$ cat src/rtl/cache_controller.sv
// Direct-mapped, write-through, no-write-allocate cache controller.
// Tracks tag/valid per line, drives the external data array and main memory, counts hits/misses.
module cache_controller #(
    parameter int INDEX      = 3,
    parameter int CACHESIZE  = 8,
    parameter int MEMORYBITS = 5,
    parameter int CNTBITS    = 16
) (
    input  logic                  clk,
    input  logic                  reset,
    input  logic                  cpu_req,
    input  logic                  cpu_we,
    input  logic [MEMORYBITS-1:0] cpu_addr,
    input  logic [31:0]           cpu_wdata,
    output logic [31:0]           cpu_rdata,
    output logic                  cpu_ready,
    output logic [INDEX-1:0]      cache_addr,
    output logic [31:0]           cache_wdata,
    output logic                  cache_we,
    input  logic [31:0]           cache_rdata,
    output logic [MEMORYBITS-1:0] mem_addr,
    output logic [31:0]           mem_wdata,
    output logic                  mem_we,
    input  logic [31:0]           mem_rdata,
    output logic [CNTBITS-1:0]    hit_count,
    output logic [CNTBITS-1:0]    miss_count,
    output logic [2:0]            dbg_state
);

    localparam int TAG = MEMORYBITS - INDEX;
    localparam logic [CNTBITS-1:0] CNT_ONE = {{(CNTBITS-1){1'b0}}, 1'b1};

    // dbg_state encoding: IDLE=0 LOOKUP=1 MEM_RD=2 FILL=3 DONE=4
    typedef enum logic [2:0] {
        S_IDLE   = 3'd0,
        S_LOOKUP = 3'd1,
        S_MEM_RD = 3'd2,
        S_FILL   = 3'd3,
        S_DONE   = 3'd4
    } state_t;

    state_t                state_q, state_d;
    logic [MEMORYBITS-1:0] addr_q, addr_d;
    logic                  we_q, we_d;
    logic [31:0]           wdata_q, wdata_d;
    logic [31:0]           fill_buf_q, fill_buf_d;
    logic [31:0]           rdata_q, rdata_d;
    logic                  ready_q, ready_d;
    logic [CNTBITS-1:0]    hit_q, hit_d;
    logic [CNTBITS-1:0]    miss_q, miss_d;
    logic [CACHESIZE-1:0]  valid_q;
    logic [TAG-1:0]        tag_q [CACHESIZE];
    logic                  fill_en;

    logic [INDEX-1:0]      lat_idx;
    logic [TAG-1:0]        lat_tag;
    logic                  hit;

    assign lat_idx = addr_q[INDEX-1:0];
    assign lat_tag = addr_q[MEMORYBITS-1:INDEX];
    assign hit     = valid_q[lat_idx] && (tag_q[lat_idx] == lat_tag);

    function automatic logic [CNTBITS-1:0] sat_inc(input logic [CNTBITS-1:0] v);
        return (&v) ? v : v + CNT_ONE;
    endfunction

    always_comb begin
        state_d     = state_q;
        addr_d      = addr_q;
        we_d        = we_q;
        wdata_d     = wdata_q;
        fill_buf_d  = fill_buf_q;
        rdata_d     = rdata_q;
        hit_d       = hit_q;
        miss_d      = miss_q;
        ready_d     = (state_q == S_DONE);
        cache_we    = 1'b0;
        cache_wdata = wdata_q;
        mem_we      = 1'b0;
        fill_en     = 1'b0;
        case (state_q)
            S_IDLE: begin
                if (cpu_req) begin
                    addr_d  = cpu_addr;
                    we_d    = cpu_we;
                    wdata_d = cpu_wdata;
                    state_d = S_LOOKUP;
                end
            end
            S_LOOKUP: begin
                if (we_q) begin
                    // Stores always go to memory; the line is only updated if already present.
                    mem_we  = 1'b1;
                    state_d = S_DONE;
                    if (hit) begin
                        cache_we = 1'b1;
                        hit_d    = sat_inc(hit_q);
                    end else begin
                        miss_d = sat_inc(miss_q);
                    end
                end else if (hit) begin
                    rdata_d = cache_rdata;
                    hit_d   = sat_inc(hit_q);
                    state_d = S_DONE;
                end else begin
                    miss_d  = sat_inc(miss_q);
                    state_d = S_MEM_RD;
                end
            end
            S_MEM_RD: begin
                fill_buf_d = mem_rdata;
                rdata_d    = mem_rdata;
                state_d    = S_FILL;
            end
            S_FILL: begin
                cache_we    = 1'b1;
                cache_wdata = fill_buf_q;
                fill_en     = 1'b1;
                state_d     = S_DONE;
            end
            S_DONE:  state_d = S_IDLE;
            default: state_d = S_IDLE;
        endcase
    end

    always_ff @(posedge clk) begin
        if (reset) begin
            state_q    <= S_IDLE;
            addr_q     <= '0;
            we_q       <= 1'b0;
            wdata_q    <= '0;
            fill_buf_q <= '0;
            rdata_q    <= '0;
            ready_q    <= 1'b0;
            hit_q      <= '0;
            miss_q     <= '0;
            valid_q    <= '0;
        end else begin
            state_q    <= state_d;
            addr_q     <= addr_d;
            we_q       <= we_d;
            wdata_q    <= wdata_d;
            fill_buf_q <= fill_buf_d;
            rdata_q    <= rdata_d;
            ready_q    <= ready_d;
            hit_q      <= hit_d;
            miss_q     <= miss_d;
            if (fill_en) valid_q[lat_idx] <= 1'b1;
        end
    end

    // Tags need no reset: a line is only trusted once its valid bit is set.
    always_ff @(posedge clk) begin
        if (!reset && fill_en) tag_q[lat_idx] <= lat_tag;
    end

    assign cpu_rdata  = rdata_q;
    assign cpu_ready  = ready_q;
    assign cache_addr = lat_idx;
    assign mem_addr   = addr_q;
    assign mem_wdata  = wdata_q;
    assign hit_count  = hit_q;
    assign miss_count = miss_q;
    assign dbg_state  = state_q;

endmodule
$ cat config.mk
export PLATFORM = sky130hd
export DESIGN_NAME = cache_controller
export DESIGN_NICKNAME = d
export VERILOG_FILES = /design/src/rtl/cache_controller.sv
export SDC_FILE = /design/constraint.sdc
export NUM_CORES = 1
export LEC_CHECK = 0
export ABC_AREA = 0
export ABC_CLOCK_PERIOD_IN_PS = 4200
export CAP_MARGIN = 20
export CELL_PAD_IN_SITES_DETAIL_PLACEMENT = 1
export CELL_PAD_IN_SITES_GLOBAL_PLACEMENT = 2
export CORE_MARGIN = 2
export CORE_UTILIZATION = 28
export DETAILED_ROUTE_END_ITERATION = 8
export GPL_TIMING_DRIVEN = 1
export PLACE_DENSITY_LB_ADDON = 0.2
export SLEW_MARGIN = 20
export SYNTH_ARGS = -nofsm -noshare
export SYNTH_HDL_FRONTEND = slang
export SYNTH_SLANG_ARGS = --single-unit
$ cat constraint.sdc
create_clock -name clk -period 4.2 [get_ports clk]
set_clock_uncertainty 0.2 [all_clocks]
set_input_delay 0.84 -clock clk [delete_from_list [all_inputs] [get_ports clk]]
set_output_delay 0.84 -clock clk [all_outputs]
set_load 0.01 [all_outputs]
-- Word level (Yosys, flattened, before mapping)
Memories as Yosys holds them, arrays and structs flattened. A register that Yosys moved wholly into a read port is not among the register bits.
Cells that the tools add are included.
- register bits after elaboration: 146
- bits in writable memories: 16
- bits of input ports: 105
- output and inout port bits: 142
- logic and storage cells: 61
- memories: 1
- memories (name ; depth ; bits a word ; read ports ; clocked after memory_dff ; wr ports ; RTL line ; RTL):
    tag_q ; 8 ; 2 ; 1 ; 1 ; 1 ; 52 ; logic [TAG-1:0] tag_q [CACHESIZE];
- add/subtract/negate cells: 2
- $lt $le $gt $ge: 2
- eq/ne operators: 8
- multiplexer cells: 22
- bitwise operators: 4
- reduce and logical (&&, ||, !) cells: 12
- operators by type and width (cell ; count):
    2-to-1 mux 32 bit ; 3
    one-hot mux 32 bit (2 select lines) ; 1
    adder 16 x 1 -> 16 bit, second input constant ; 2
    AND reduction 16 bit ; 2
    2-to-1 mux 3 bit ; 5
    one-hot mux 3 bit (4 select lines) ; 1
    2-to-1 mux 1 bit ; 9
    AND reduction 3 bit ; 3
    OR 8 bit ; 1
    equality test 3 x 2 -> 1 bit, second input constant ; 2
    != test 2 bit, second input constant ; 3
    less-than comparator 3 x 4 -> 1 bit, second input constant ; 1
    binary-select mux 1 bit (select 3 bit) ; 1
    demux 1 bit (select 3 bit) ; 1
    equality test 3 x 1 -> 1 bit, second input constant ; 1
    equality test 3 bit, second input constant ; 1
    >= comparator 3 x 1 -> 1 bit, second input constant ; 1
    logical AND 1 bit ; 3
    zero test 3 bit ; 1
    inverter 1 bit ; 3
    equality test 2 bit ; 1
    one-hot mux 1 bit (2 select lines) ; 1
    AND reduction 2 bit ; 1
    nonzero test 2 bit ; 1
    zero test 1 bit ; 1

-- Depth between registers and ports, before layout
- depth in word-level cells: 6
- mapped depth: 9
- mapped depth without buffers: 7

-- Least setup slack after synthesis
OpenSTA, ideal clock, no wires.
- path kind: reg-to-output
- from: register (tool-made name)
- to: output cache_we
- arrival time: 1979 ps
- required time: 3160 ps
- slack: 1181 ps
- stages on the path, launching flop included: 9
- buffers on the path: 3
- cell sequence: dfxtp_1 buf_6 mux2i_1 mux4_2 xor2_1 nand3_1 buf_2 buf_2 o21ai_0
- RTL lines (item ; RTL line ; RTL):
    end: declaration ; 19 ; output logic cache_we,

==> results <==
-- final cells by class --
cell class              instances  share of cell area (%)
diodes                          2                 0.04698
clock buffers                  20                   4.099
clock inverters                12                   1.151
inverters                      12                  0.4228
multi-input cells             598                   33.70
flip-flops and latches        165                   32.51
well taps                     335                   3.935
repair buffers                257                   24.14
-- worst max-delay path by stage --
stage	depth (start not counted)	end	slack (ps)	start
6_report	6	cache_we	270	register
5_1_grt	6	cache_we	70	register
4_1_cts	6	cache_we	230	register
2_1_floorplan	8	cache_we	1180	register
3_3_place_gp	6	cache_we	790	register
3_5_place_dp	6	cache_we	710	register
-- power breakdown --
group	switching [mW]	leakage [nW]	total [mW]	internal, mW
Combinational	0.278	2.23	0.596	0.318
Sequential	0.0580	1.36	1.71	1.65
Clock	0.698	0.270	1.53	0.832
-- routing by layer --
layer  vias to the layer above  track usage [%]  share of wire (%)
met4                         6            3.629               0.69
met1                      3182            21.37                 43
met2                       172            30.02                 48
met5                         -                0               0.17
li1                       3303                -                  -
met3                        18            7.936                8.9
-- registers in the layout (all words and copies together), names as in the netlist, named ones only --
name	cells
cpu_rdata	32
fill_buf_q	32
mem_wdata	32
hit_count	16
miss_count	16
tag_q	16
valid_q	8
mem_addr	5
dbg_state	3
cpu_ready	1
we_q	1
-- stage by stage --
stage | std cells | utilization, % | hold slack (ps)
final | 1401 | 41.11 | 254.9
after global routing | 1399 | 41.09 | 275.9
after CTS | 1399 | 41.08 | 256.6
after detailed placement | 1367 | 38.92 | 247.3
after global placement | 1367 | 38.92 | 241.2
after floorplan | 838 | - | 233.8
-- synthesized netlist by cell type (10+ instances only) --
cell type | n | area (um^2)
nor2_1 | 33 | 123.9
edfxtp_1 | 16 | 480.5
o31ai_1 | 10 | 75.07
nand3_1 | 15 | 75.07
nor2b_1 | 47 | 294.0
mux2i_1 | 10 | 100.1
a21oi_1 | 121 | 605.6
clkbuf_1 | 46 | 172.7
mux2_2 | 73 | 822.0
o21ai_0 | 10 | 50.05
inv_1 | 12 | 45.04
dfxtp_1 | 149 | 2983
or3_1 | 11 | 68.82
nand2_1 | 186 | 698.2
-- logic make-up after synthesis --
kind of cell / Yosys count / share of synthesized area (%)
buffers and inverters: 75 / 4.429
xor gates and xnor gates: 2 / 0.2385
AOI/OAI and AO/OA: 153 / 11.09
and+or+nand+nor: 351 / 22.81
adders and majority gates: 2 / 0.3407
DFF: 165 / 47.16
muxes: 90 / 13.94
-- critical path, delay by kind of cell, from the launching register on --
kind | cells | cell delay, ps
compound gates | 1 | 220
xor+xnor | 1 | 230
buf+inv | 1 | 640
flops | 1 | 590
mux | 2 | 640
simple gates | 1 | 140
==> out/results.tsv <==
stage	metric	value	unit
worst_setup_path	cp-end-kind	primary output	
placement	place_area	0.01008	mm^2
drt	antenna_left	0	
sta	period_share	93.49	%
worst_setup_path	rr_worst_depth	7	
yosys	postSynthNetCount	945	
worst_setup_path	worstSetupStartpointType	register	
drt	drt_iter0_markers	287	
cts	clock_latency	430	ps
die	die_h	166.0	um
cts	ctsHtreeMaxLevel	4	
global_route	grt_use_total	17.93	%
run	cap_viol_max_count	0	
die	die_area	0.02754	mm^2
placement	routabilityCongestion	0.7307	
sta	finalSetupTns	0	ps
sta	rsz0062_at_grt	false	
die	die-width	166.0	um
min_path	min_delay_path_depth	2	
final_layout	nets	1158	
yosys	yosys_warnings	0	
worst_setup_path	worstPathCellList	mux2i_1, mux4_2, xor2_1, nand3_1, o21ai_0, clkdlybuf4s50_1	
sta	max_clock_freq	254.7	MHz
cts	cts-hold-fix-buffers	0	
worst_setup_path	slowest_delay	640	ps
die	initial_utilization	28.35	%
die	pin_count	247	
power	p_per_area	360.0	mW/mm^2
run_status	status	finished clean	
final_layout	final_cell_mix	245 x clkdlybuf4s50_1, 186 x nand2_1, 149 x dfxtp_1	
cts	cts_resized	0	
power	power	3.835	mW
global_route	grt_pass1_wl	39.10	mm
worst_setup_path	r2r_end	cpu_rdata[18]	
final_layout	fin_area	0.01065	mm^2
sta	hold_viol	0	
placement	dp_hpwl	17.01	mm
final_layout	fillers	2977	
min_path	holdCritStartpoint	fill_buf_q[26]	
final_layout	multi_input_area	0.003590	mm^2
power	vdd_drop_max	201.4	uV
final_layout	register_area	0.003463	mm^2
drt	via_per_inst	4.769	
worst_setup_path	worstPathArrival	2890	ps
yosys	synth_edf_count	16	
final_layout	syn2layout_area_growth	45.04	%
drt	drc	0	
cts	cts-root-buf	clkbuf_16	
cts	path_clk_slew	60	ps
sta	setup_viol	0	
worst_setup_path	critPathKind	reg -> out	
global_route	globalRoute.totalOverflow	0	
global_route	antenna_found_initial	4	
yosys	netlist_area	0.007345	mm^2
drt	dr.pass1.iters	4	
sta	fin_crit	3927	ps
yosys	synth-seq-area-share	47.16	%
drt	vias	6681	
cts	clkSinkCount	165	
yosys	synth_cell_type_count	46	
placement	port_buffers	246	
power	p_leak	3.860	nW
min_path	hold_class	reg -> reg	
placement	dp_slack	713.5	ps
final_layout	drive_above_1_share	11.75	%
cts	cts_setup_buffers	0	
worst_setup_path	crit_slowest_cell	clkdlybuf4s50_1	
cts	cts_buffer_depth	2	
yosys	ys_ff_latch	165	
yosys	syn-instance-count	838	
sta	worst_pin_slew	803.0	ps
global_route	grt_max_degree	90	
sta	fin_ws	273.3	ps
global_route	grt_pass1_vias	6917	
drt	wl_per_cell	17.48	um
sta	drv_slew	0	
die	coreArea	0.02591	mm^2
yosys	async_reset_ff_share	0	%
worst_setup_path	crit_fanout	8	
worst_setup_path	reg2reg_setup_slack	1070	ps
sta	max_slew_margin	46.33	%
cts	cts_tree	done	
min_path	hold_path_end	fill_buf_q[26]	
cts	cts_inserted_buffers	17	
yosys	ys.flop_type	dfxtp_1	
yosys	syn_area_per_cell	8.764	um^2
final_layout	layout_commonest_cell	clkdlybuf4s50_1	
worst_setup_path	cp.required	3160	ps
drt	routed_wl	24.49	mm
die	row_count	59	
Power figures use the tool's default switching activity.
